## config.mk

```make
export PLATFORM = sky130hd
export DESIGN_NAME = regfile_read_arbiter
export DESIGN_NICKNAME = d
export VERILOG_FILES = /design/src/rtl/regfile_read_arbiter.sv
export SDC_FILE = /design/constraint.sdc
export NUM_CORES = 1
export LEC_CHECK = 0
export BUFFER_PORTS_ARGS = -buffer_cell sky130_fd_sc_hd__buf_2
export CORE_ASPECT_RATIO = 1.75
export CORE_UTILIZATION = 49
export DETAILED_ROUTE_END_ITERATION = 10
export PLACE_DENSITY = 0.81
export SLEW_MARGIN = 10
export SYNTH_ARGS = -nofsm -noshare
export SYNTH_HDL_FRONTEND = slang
export SYNTH_SLANG_ARGS = --single-unit
```

## constraint.sdc

```tcl
create_clock -name i_clk -period 3.8 [get_ports i_clk]
set_clock_uncertainty 0.1 [all_clocks]
set_input_delay 0.57 -clock i_clk [delete_from_list [all_inputs] [get_ports i_clk]]
set_output_delay 0.57 -clock i_clk [all_outputs]
set_load 0.05 [all_outputs]
```

## src/rtl/regfile_read_arbiter.sv

```systemverilog
// Round-robin arbiter sharing one register-file read mux among four requesters.
// One outstanding read at a time: accept, drive mux select, capture word, hold response.
module regfile_read_arbiter #(
    parameter int WIDTH = 20,
    parameter int ADDRW = 4
) (
    input  logic               i_clk,
    input  logic               i_rst_n,
    input  logic [3:0]         i_req_valid,
    input  logic [4*ADDRW-1:0] i_req_addr,
    output logic [3:0]         o_req_ready,
    output logic [ADDRW-1:0]   o_mux_addr,
    input  logic [WIDTH-1:0]   i_mux_data,
    output logic [3:0]         o_rsp_valid,
    output logic [WIDTH-1:0]   o_rsp_data,
    input  logic [3:0]         i_rsp_ready,
    output logic               o_busy
);

    typedef enum logic [1:0] {
        S_IDLE = 2'd0,
        S_READ = 2'd1,
        S_RESP = 2'd2
    } state_t;

    state_t             r_state;
    logic [1:0]         r_ptr;
    logic [1:0]         r_gid;
    logic [ADDRW-1:0]   r_mux_addr;
    logic [WIDTH-1:0]   r_rsp_data;
    logic [3:0]         r_rsp_valid;

    logic               w_any;
    logic [1:0]         w_gidx;
    logic [1:0]         w_idx;
    logic [ADDRW-1:0]   w_sel_addr;

    // Rotating priority scan: first pending requester at or after r_ptr wins.
    always_comb begin
        w_any  = 1'b0;
        w_gidx = 2'd0;
        w_idx  = 2'd0;
        for (int k = 0; k < 4; k++) begin
            w_idx = r_ptr + k[1:0];
            if (!w_any && i_req_valid[w_idx]) begin
                w_any  = 1'b1;
                w_gidx = w_idx;
            end
        end
    end

    assign w_sel_addr = i_req_addr[w_gidx*ADDRW +: ADDRW];

    genvar gi;
    generate
        for (gi = 0; gi < 4; gi++) begin : g_ready
            assign o_req_ready[gi] = i_rst_n && (r_state == S_IDLE) && w_any
                                     && (w_gidx == 2'(gi));
        end
    endgenerate

    always_ff @(posedge i_clk or negedge i_rst_n) begin
        if (!i_rst_n) begin
            r_state     <= S_IDLE;
            r_ptr       <= 2'd0;
            r_gid       <= 2'd0;
            r_mux_addr  <= '0;
            r_rsp_data  <= '0;
            r_rsp_valid <= 4'd0;
        end else begin
            case (r_state)
                S_IDLE: begin
                    if (w_any) begin
                        r_mux_addr <= w_sel_addr;
                        r_gid      <= w_gidx;
                        r_state    <= S_READ;
                    end
                end
                S_READ: begin
                    r_rsp_data  <= i_mux_data;
                    r_rsp_valid <= 4'b0001 << r_gid;
                    r_state     <= S_RESP;
                end
                S_RESP: begin
                    // Pointer moves on completion so the served requester drops to last.
                    if (i_rsp_ready[r_gid]) begin
                        r_rsp_valid <= 4'd0;
                        r_ptr       <= r_gid + 2'd1;
                        r_state     <= S_IDLE;
                    end
                end
                default: begin
                    r_state <= S_IDLE;
                end
            endcase
        end
    end

    assign o_mux_addr  = r_mux_addr;
    assign o_rsp_valid = r_rsp_valid;
    assign o_rsp_data  = r_rsp_data;
    assign o_busy      = (r_state != S_IDLE);

endmodule
```

# ---- Yosys cells after proc, flatten, opt, wreduce, memory -nomap -nowiden
# Cells that the tools add are included.
dict set report totals {
  ff_bits 34
  input_bits 46
  output_inout_bits 33
  wordCells 67
}
dict set report op_classes {
  add_sub_neg 4
  magnitude_cmp 5
  eq_ne 7
  shift 2
  mux 23
  reduce_logical 20
}
# operator count
set ops {}
lappend ops {{$shiftx 16x5->4} 1}
lappend ops {{$lt 2x3->1 const B} 5}
lappend ops {{$mux 2} 6}
lappend ops {{$bmux 1 s2} 5}
lappend ops {{$logic_and 1x1->1} 9}
lappend ops {{$mux 1} 9}
lappend ops {{$pmux 4 s2} 1}
lappend ops {{$reduce_and 2->1} 4}
lappend ops {{$eq 2x2->1 const B} 3}
lappend ops {{$pmux 2 s3} 1}
lappend ops {{$add 2x1->2 const B} 2}
lappend ops {{$add 2x2->2 const B} 2}
lappend ops {{$eq 2x1->1 const B} 2}
lappend ops {{$logic_not 2->1} 2}
lappend ops {{$mux 4} 1}
lappend ops {{$ne 2x2->1 const B} 2}
lappend ops {{$reduce_bool 2->1} 2}
lappend ops {{$shl 1x2->4 const A} 1}
lappend ops {{$logic_not 1->1} 3}

# ---- Logic depth before layout (Yosys ltp)
# Gate-level depths: netlist (run 1).
dict set report logic_depth {
  word_depth 14
  mapped_depth 6
  ltp_nobuf 5
}

# ---- Worst setup path after synthesis (run 1)
# No wires, ideal clock.
dict set report synth_timing {
  kind {reg2out}
  startpoint {reg r_state[1]}
  endpoint {out o_req_ready[1]}
  arrival_time_ps 2052
  required_ps 3130
  slack_ps 1078
  path_stages_with_launch 7
  path_buffers 1
  cell_sequence {dfrtp_1 > or2_1 > or2_1 > buf_6 > inv_6 > nand3_1 > nor2_1}
}
dict set report synth_between {
  elab_chain_cells 4
}
# element line_no
set synth_rtl {}
lappend synth_rtl {{from (decl)} 26} ;# state_t r_state;
lappend synth_rtl {{from (signal assigned)} 64} ;# r_state <= S_IDLE;
lappend synth_rtl {{from (signal assigned)} 76} ;# r_state <= S_READ;
lappend synth_rtl {{from (signal assigned)} 82} ;# r_state <= S_RESP;
lappend synth_rtl {{$logic_not 2->1} 57} ;# assign o_req_ready[gi] = i_rst_n && (r_state == S_IDLE) && w_any
lappend synth_rtl {{$logic_and 1x1->1 (2 in series)} 57}
lappend synth_rtl {{$logic_and 1x1->1} 58} ;# && (w_gidx == 2'(gi));
lappend synth_rtl {{to (decl)} 11} ;# output logic [3:0] o_req_ready,
# Every way passes these cells.

# ---- Final worst setup path (run 1)
dict set report layout_timing {
  startpoint {reg r_ptr[1]}
  endpoint {out o_req_ready[3]}
}
dict set report layout_between {
  elab_chain_cells 14
  elab_cells_between_ends 28
  classes_between {3 x add/sub; 1 x eq/ne; 16 x mux; 8 x reduce/logical}
}
# element line_no
set layout_rtl {}
lappend layout_rtl {{from (decl)} 27} ;# logic [1:0] r_ptr;
lappend layout_rtl {{from (signal assigned)} 88} ;# r_ptr <= r_gid + 2'd1;
lappend layout_rtl {{parallel branches: the longest is 13 deep, another holds $add 2x1->2} -}
lappend layout_rtl {{$logic_and 1x1->1 (*)} 58}
# Every way passes the cells marked *. The select of a mux whose other input is x is not followed.

==> summary.txt, run 1 <==
STA
  – Final setup fails: 0
  – RSZ-0062 raised after global routing: no
  – Fin crit period: roughly 2700 ps
  – Relative slew slack: 0.232
  – Setup TNS Final: 0 ps
  – Tcrit/Tclk final: 0.713
  – Hold WS: 44.3 ps
  – Final hold vios: 0
  – Slew Viols, Final: 0
  – FMAX: ~0.37 GHz
  – Setup slack after layout: approximately 1100 ps
  – Worst-Margin Slew: 1150 ps

Finish
  – P&R area growth vs syn: 30.8%
  – N_diodes: 0
  – Commonest cells after routing, fill and taps aside: 78 x buf_2, 34 x dfrtp_1, 21 x mux2_2, 9 x mux2i_1, 7 x nand2_1
  – Fraction of layout cells with a size suffix above 1: 0.567
  – Post-layout net count: 253
  – Commonest non-fill, non-tap cell in the layout: buf_2

CTS
  – Setup Buffers After CTS: 0
  – TritonCTS clock tree: built
  – Worst-Skew Late Latency: about 280 ps
  – H-tree levels: 2
  – Sink Count: 34
  – Clk slew on worst S/H paths: around 60 ps
  – Maximum clock path buffer count: 2
  – Total CTS buffers: 5
  – Post-CTS Hold Buffers: 0
  – Clock root cell: clkbuf_8
  – Post_cts resized: 0

Global route
  – Met2 Use GR: 0.387
  – GR Util met1: 0.216
  – GR Layer Usage met3: 0.0512
  – First-pass GRT wire length: approximately 5600 um
  – GRT Overall Usage: 0.217
  – Gr ovfl total: 0
  – Grt peak-use layer: met2
  – Number of global-route vias before repair: between 1000 and 1500
  – Largest net degree at the start of global routing: 27
  – Antenna violations before repair: 0

Drt
  – Number of vias per cell: about 5.1
  – Iter 0 DRT Violations: 15
  – Via count: around 1300
  – Antenna Nets Post-Route: 0
  – WL final: ~3300 um
  – DRT Pass-1 Iters: 4
  – DRC Markers: 0
  – Wire length per cell: ~14 um

Setup path
  – Worst path cell trace: nand2_1 -> nand3b_1 -> a2bb2oi_2 -> inv_1 -> nor2_1 -> buf_2
  – CP arrival: ~2000 ps
  – CP peak stage delay: between 500 and 600 ps
  – Worst EP required: roughly 3100 ps
  – Worst-path fanout max: 12
  – CP endpoint kind: output pin
  – CP startpoint kind: register
  – Crit Path Category: reg -> out
  – Slowest cell on crit path: a2bb2oi_2

Synth
  – Distinct cells, synth: 31
  – YS warnings: 0
  – Most used DFF post-synth: dfrtp_1
  – #FFs+latches synth: 34
  – FFs w/ async S/R, synth: 1.00
  – Synth top area share: 0.531
  – Post-Synthesis Cells: 122
  – Mean post-synth cell area: ~13 sq um
  – Leading area contributor after synthesis: dfrtp_1
  – Seq/Total Area, Yosys: 0.531
  – Synthesized cell area: 0.00160 sq mm
  – Area contributors post-synth: dfrtp_1 53%, mux2_2 15%, mux2i_1 5.6%, ha_1 3.1%, a22o_1 2.2%
  – EDFF count, synth: 0
  – Syn nets: 172

Power
  – Static Leak: between 0.001 and 0.0015 uW
  – Pwr dens: roughly 1000 mW/mm^2
  – Psw: about 1100 uW
  – Comb power frac: 0.591
  – Sw Ratio: 0.510
  – Clk pwr share: 0.111
  – Internal: approximately 1100 uW
  – Largest vdd supply drop: 681 uV
  – Seq pwr share: 0.298

Place
  – Dpl hpwl: about 2600 um
  – GP Congestion: 0.764
  – Port bufs: 78
  – Dpl ws: about 1100 ps

Die
  – Std cell rows: 27
  – Die X: 45.2 um
  – Starting Density: 0.510
  – Die area: 0.00351 sq mm
  – Core Region: ~0.0031 sq mm
  – # IOs: 79
  – Die H: between 70 and 80 um

Flow run
  – Max-cap viol count: 0

Worst hold path
  – Worst Hold Class: in -> async

Run status
  – Outcome: completed
==> cells in the mapped netlist (2+ instances only) <==
master and n:
or2_1 2, buf_6 2, nand3b_1 2, dfrtp_1 34
a21oi_1 3, nand2_1 7, nand3_1 2, nor2_1 4
a22o_1 4, ha_1 4, buf_2 3, o221ai_1 3
mux2_2 21, o21ai_0 3, mux2i_1 9, inv_1 4
==> flip-flops by register name, summed over array words and instances, names as in the netlist <==
register     flops
o_mux_addr       4
o_rsp_valid      4
r_ptr            2
o_rsp_data      20
r_state          2
r_gid            2
==> path summary, 6_finish.rpt <==
path,start,endpoint,slack (ps),depth (start not counted)
setup / recovery,r_ptr[1],o_req_ready[3],1090,6
hold / removal,i_rst_n,o_mux_addr[1],40,1
setup reg to reg,r_state[1],o_rsp_valid[2],1760,3
hold reg to reg,o_mux_addr[3],o_mux_addr[3],390,2
max in group asynchronous,i_rst_n,o_rsp_data[6],2960,2
min in group i_clk,o_mux_addr[3],o_mux_addr[3],390,2
==> power by group through the flow <==
| stage | clock (uW) | sequential [uW] | combinational [uW] |
|---|---|---|---|
| global route | 267 | 675 | 1380 |
| floorplan | 0 | 1170 | 532 |
| CTS | 252 | 654 | 1310 |
| global placement | 0 | 647 | 1280 |
| finish | 244 | 654 | 1300 |
| detailed placement | 0 | 657 | 1310 |
==> worst max-delay path, delay by kind of cell (launching register included) <==
kind                   cells  cell delay [ps]
buffers and inverters      2              390
AND/OR/NAND/NOR            3              330
flip-flops                 1              450
AO/OA/AOI/OAI              1              580
==> stage by stage <==
step	instance area [sq um]	utilization	instances	total power, uW
finish	2090	0.667	246	2200
global placement	2020	0.642	239	1920
detailed placement	2020	0.642	239	1960
global route	2090	0.667	246	2320
floorplan	1600	-	122	1700
CTS	2090	0.667	246	2220
==> logic make-up (layout without fill, tap and decap cells) <==
kind of cell | count (synthesis) | after routing | synth area share
compound gates | 16 | 16 | 0.0805
simple gates | 27 | 27 | 0.101
fa+ha+maj | 4 | 4 | 0.0313
flops | 34 | 34 | 0.531
mux | 31 | 31 | 0.218
buf+inv | 10 | 91 | 0.0383
==> layer usage <==
metal	wire (um)	share of wire	up-vias
met5	0	0	-
met4	92	0.028	0
met3	210	0.063	8
met2	1830	0.55	62
met1	1220	0.36	598
li1	-	-	593
==> layout make-up <==
cell class | count | area (sq um)
Clock buffer | 7 | 76.3
Fill cell | 260 | 1050
Inverter | 5 | 23.8
Multi-Input combinational cell | 78 | 692
Sequential cell | 34 | 851
Tap cell | 43 | 53.8
Timing Repair Buffer | 79 | 398
Note: power is estimated with default switching activity, not from simulation.
==> run 2, diff against run 1 <==
CORE_UTILIZATION = 45   (was 49)
PLACE_DENSITY = 0.75   (was 0.81)
clock period = 2.61 ns   (was 3.8 ns; I/O delays follow)
==> run 2 against run 1 <==
Net effect:
- wire length grew 4.2%
- core utilization decreased by 4.2 points
- sequential cell count stayed put
- clock power increased by 42%
- register-to-register slack worse by 890 ps
- non-clock buffer count is 3 higher
- sequential share of layout area shrank 0.53 points
- total power grew 46%
- sequential power up 46%
- clock-buffer cell count did not move
- largest power group unchanged
==> summary.txt, run 2 (synthesis results as in run 1) <==
Finish
  – Post-route cell area: about 0.0021 sq mm
  – Commonest cells after routing, fill and taps aside: 78 x buf_2, 34 x dfrtp_1, 21 x mux2_2, 9 x mux2i_1, 7 x nand2_1
  – Fraction of layout cells with a size suffix above 1: 0.568
  – Commonest non-fill, non-tap cell in the layout: buf_2
  – Final Util: 0.624
  – P&R area growth vs syn: 32.5%
  – N_diodes: 0
  – Post-layout net count: approximately 260
  – Max reg flops: 20

Place
  – GP Congestion: ~0.75
  – Area after DPL: 0.00204 sq mm
  – Dpl hpwl: 2700 um
  – Port bufs: between 70 and 80
  – Dpl ws: around 510 ps

STA
  – Tcrit/Tclk final: 0.914
  – Slew Viols, Final: 0
  – Final hold vios: 0
  – FMAX: ~0.42 GHz
  – Setup slack after layout: roughly 220 ps
  – Relative slew slack: 0.757
  – RSZ-0062 raised after global routing: no
  – Fin crit period: about 2400 ps
  – Worst-Margin Slew: 365 ps
  – Setup TNS Final: 0 ps
  – Final setup fails: 0

Global route
  – Met2 Use GR: 0.354
  – Grt peak-use layer: met2
  – Number of global-route vias before repair: about 1300
  – GR Util met1: 0.192
  – Largest net degree at the start of global routing: 31
  – First-pass GRT wire length: 5290 um
  – GRT Overall Usage: 0.197
  – Gr ovfl total: 0
  – GR Layer Usage met3: 0.0600
  – Antenna violations before repair: 0

Setup path
  – Reg2reg end: r_ptr[1]
  – Worst EP required: roughly 2100 ps
  – Crit Path Category: reg -> out
  – R2r worst-path depth: 3
  – CP arrival: about 1900 ps
  – CP startpoint kind: register
  – CP endpoint kind: output pin
  – Reg2reg start: r_gid[0]
  – Worst-path fanout max: 8
  – R2R setup slack: 870 ps

Drt
  – Antenna Nets Post-Route: 0
  – Via count: approximately 1300
  – Number of vias per cell: 5.12
  – Iter 0 DRT Violations: 39
  – Wire length per cell: between 10 and 15 um
  – WL final: about 3500 um
  – DRC Markers: 0
  – DRT Pass-1 Iters: 4

Run status
  – Outcome: completed

Worst hold path
  – Worst Hold Class: in -> reg
  – WHS Path Cells: 2
  – Hold Crit Endpoint: o_rsp_data[14]
  – Hold_sp: i_mux_data[14]

Die
  – Die X: roughly 47 um
  – Std cell rows: 28
  – Die area: around 0.0038 sq mm
  – Die H: between 80 and 90 um
  – Core Region: approximately 0.0034 sq mm
  – # IOs: 79
  – Starting Density: 0.471

CTS
  – TritonCTS clock tree: built
  – Worst-Skew Late Latency: between 200 and 300 ps
  – Post_cts resized: 0
  – Maximum clock path buffer count: 2
  – Clk slew on worst S/H paths: 60 ps
  – H-tree levels: 2
  – Total CTS buffers: 5
  – Clock root cell: clkbuf_8
  – Sink Count: 34

Flow run
  – Max-cap viol count: 0

Power
  – Static Leak: 0.00108 uW
  – Largest vdd supply drop: roughly 870 uV
  – Pwr dens: about 1500 mW/mm^2
  – Design Power: between 3000 and 4000 uW
## run 2: changes by cell type in the layout (fill, tap and decap cells not counted), sizes merged
cell	delta
dlygate4sd3	+1
buf	+2
## run 2: layout make-up
class | count | area [sq um]
fillers | 298 | 1280
inverters | 5 | 23.8
well taps | 45 | 56.3
multi-input cells | 78 | 692
repair buffers | 82 | 423
flip-flops and latches | 34 | 851
clock buffers | 7 | 76.3
## run 2: critical path, stage by stage (launching register included)
cell and delay (ps):
dfrtp_1 410, or2_1 260, or2_1 340, inv_6 120, nand3_1 100, nor2_1 120, buf_2 270
## run 2: worst max path at each step
| stage | to | slack, ps | start | cells past startpoint |
|---|---|---|---|---|
| detailed placement | o_req_ready[1] | 510 | r_state[1] | 6 |
| finish | o_req_ready[1] | 220 | r_state[1] | 6 |
| global route | o_req_ready[1] | 90 | r_state[1] | 6 |
| floorplan | o_req_ready[1] | 70 | r_state[1] | 6 |
| CTS | o_req_ready[1] | 210 | r_state[1] | 6 |
| global placement | o_req_ready[3] | 600 | r_state[1] | 6 |
## run 2: report_power, final
part	switching (uW)	internal, uW	total (uW)
clock network	163	183	346
registers	160	793	953
logic	1310	607	1910
total	1630	1580	3210
## run 2: repair_timing
action                                 4_1_cts  5_1_grt
endpoints found under the hold margin        4        0
buffers inserted                             0        0
hold buffers                                 1        0
## run 2: through the flow
step                cells  hold slack, ps
CTS                   251             238
global route          251             234
global placement      243             129
floorplan             122           -4.09
detailed placement    243             130
finish                251             247
## run 2: routing by layer
| layer | up-vias | share of wire |
|---|---|---|
| met4 | 0 | 0.017 |
| li1 | 606 | - |
| met1 | 612 | 0.36 |
| met3 | 7 | 0.060 |
| met2 | 60 | 0.56 |
| met5 | - | 0 |
==> run 3, diff against run 2 <==
ABC_AREA = 1   (was default)
CORE_UTILIZATION = 47   (was 45)
==> run 3 against run 2 <==
Net effect:
- global-route usage up 2.2 points
- non-clock buffer count up 10
- cell area up 18%
- hold slack worse by 130 ps
- setup slack worse by 160 ps
- synthesized area up 14%
- critical path depth up 5
- core utilization up 5.7 points
- via count up 37%
- clock-buffer cell count unchanged
- wire length up 29%
- largest cell class is now multi-input combinational cells
==> summary.txt, run 3 <==
Run status
  – Outcome: completed

Die
  – Die area: between 0.004 and 0.005 sq mm
  – # IOs: 79
  – Die H: 84.4 um
  – Std cell rows: 29
  – Starting Density: 0.497
  – Die X: between 40 and 50 um
  – Core Region: between 0.003 and 0.004 sq mm

Global route
  – Gr ovfl total: 0
  – GRT Overall Usage: 0.219
  – Number of global-route vias before repair: approximately 1700
  – First-pass GRT wire length: slightly above 7000 um
  – Antenna violations before repair: 0
  – Largest net degree at the start of global routing: 35

Synth
  – Seq/Total Area, Yosys: 0.467
  – Post-Synthesis Cells: roughly 210
  – Leading area contributor after synthesis: dfrtp_1
  – Most frequent cells after synthesis: 85 x nand2_1, 34 x dfrtp_1, 20 x mux2_2, 14 x nand3_1, 13 x inv_1
  – FFs w/ async S/R, synth: 1.00
  – Synth top area share: 0.467
  – Synthesized cell area: 0.00182 sq mm
  – Mean post-synth cell area: approximately 8.6 sq um
  – Most frequent cell after synthesis: nand2_1
  – Syn nets: ~260
  – Most used DFF post-synth: dfrtp_1
  – Area contributors post-synth: dfrtp_1 47%, nand2_1 18%, mux2_2 12%, nand3_1 3.8%, nand4_1 3.1%
  – Distinct cells, synth: 23
  – #FFs+latches synth: 34
  – EDFF count, synth: 0
  – YS warnings: 0

Finish
  – Fraction of layout cells with a size suffix above 1: 0.454
  – N_diodes: 0
  – Max reg flops: 20
  – P&R area growth vs syn: 37.1%
  – Post-layout net count: roughly 360
  – Post-route cell area: ~0.0025 sq mm
  – Commonest cells after routing, fill and taps aside: 83 x nand2_1, 75 x buf_2, 33 x dfrtp_1, 20 x mux2_2, 14 x buf_4
  – Commonest non-fill, non-tap cell in the layout: nand2_1
  – Final Util: 0.682

CTS
  – Sink Count: 34
  – Post-CTS Hold Buffers: 0
  – Clock root cell: clkbuf_8
  – TritonCTS clock tree: built
  – Maximum clock path buffer count: 2
  – H-tree levels: 2
  – Clk slew on worst S/H paths: around 70 ps
  – Worst-Skew Late Latency: 270 ps
  – Total CTS buffers: 5

STA
  – Final hold vios: 0
  – Tcrit/Tclk final: 0.973
  – Hold WS: approximately 110 ps
  – Slew Viols, Final: 0
  – Worst-Margin Slew: between 400 and 500 ps
  – FMAX: approximately 0.39 GHz
  – Fin crit period: approximately 2500 ps
  – Final setup fails: 0
  – Relative slew slack: 0.732
  – RSZ-0062 raised after global routing: yes

Drt
  – Antenna Nets Post-Route: 0
  – DRC Markers: 0
  – Wire length per cell: 12.8 um
  – DRT Pass-1 Iters: 4
  – Met3 routed WL: about 110 um
  – Detail Route met2 WL: 2570 um
  – Top Layer Used: met4
  – Number of vias per cell: between 4 and 5
  – Metal-1 WL: 1710 um
  – Iter 0 DRT Violations: 46
  – Via count: roughly 1800
  – WL final: around 4500 um

Setup path
  – CP arrival: between 2000 and 2500 ps
  – Worst-path fanout max: 6
  – CP endpoint kind: output pin
  – Worst EP required: ~2100 ps
  – Crit Path Category: reg -> out
  – R2r worst-path depth: 15
  – CP startpoint kind: register

Worst hold path
  – Worst Hold Class: in -> async

Place
  – Dpl hpwl: ~3400 um
  – GP Congestion: 0.985
  – Area after DPL: roughly 0.0023 sq mm
  – Port bufs: 78

Flow run
  – Max-cap viol count: 0
## run 3: metrics by stage
step	TNS (ps)	cells	setup slack, ps
floorplan	-1180	212	-305
global placement	0	338	231
detailed placement	0	338	168
CTS	0	346	21.8
global route	-160	352	-59.2
finish	0	352	69.7
## run 3: kinds of logic (layout without fill, tap and decap cells)
group / Yosys count / after routing / share of synthesized area
compound gates: 8 / 8 / 0.0254
flops: 34 / 34 / 0.467
buf+inv: 22 / 116 / 0.0515
fa+ha+maj: 4 / 4 / 0.0275
simple gates: 124 / 124 / 0.305
mux: 20 / 20 / 0.124
## run 3: layer usage
| layer | track usage | vias up |
|---|---|---|
| li1 | - | 876 |
| met1 | 0.219 | 827 |
| met2 | 0.423 | 46 |
| met3 | 0.0326 | 10 |
| met4 | 0.102 | 0 |
| met5 | 0 | - |
## run 3: layout make-up
| type | instances | area [sq um] |
|---|---|---|
| Sequential cell | 34 | 852 |
| Clock buffer | 7 | 86.3 |
| Fill cell | 318 | 1170 |
| Timing Repair Buffer | 92 | 514 |
| Multi-Input combinational cell | 156 | 921 |
| Inverter | 16 | 62.6 |
| Clock inverter | 1 | 5.00 |
| Tap cell | 46 | 57.6 |
## run 3: final timing paths
| check | startpoint | end | slack, ps |
|---|---|---|---|
| setup / recovery | r_ptr[0] | o_req_ready[3] | 70 |
| hold / removal | i_rst_n | o_rsp_data[2] | 110 |
| setup reg to reg | r_ptr[0] | o_mux_addr[3] | 600 |
| hold reg to reg | o_mux_addr[1] | o_mux_addr[1] | 380 |
| max in group asynchronous | i_rst_n | r_ptr[0] | 1990 |
| min in group i_clk | i_mux_data[13] | o_rsp_data[13] | 250 |
## run 3: critical path, stage by stage (launching register included)
cell and delay [ps]:
dfrtp_2 450, buf_2 170, nand2_1 120, nand3_1 120, nand2_2 100, inv_1 90, nand3_4 100, nand2_1 80
inv_2 90, nand2_4 70, nor3_2 210, buf_6 180
## run 3: repair_timing
action,CTS,global route
buffers inserted,0,6
endpoints found under the setup margin,4,4
gates resized for setup,6,15
pin swaps,0,4
Power of run 3 is not shown: default switching activity piles up to over one toggle a cycle in this logic, so the estimate is an artifact.
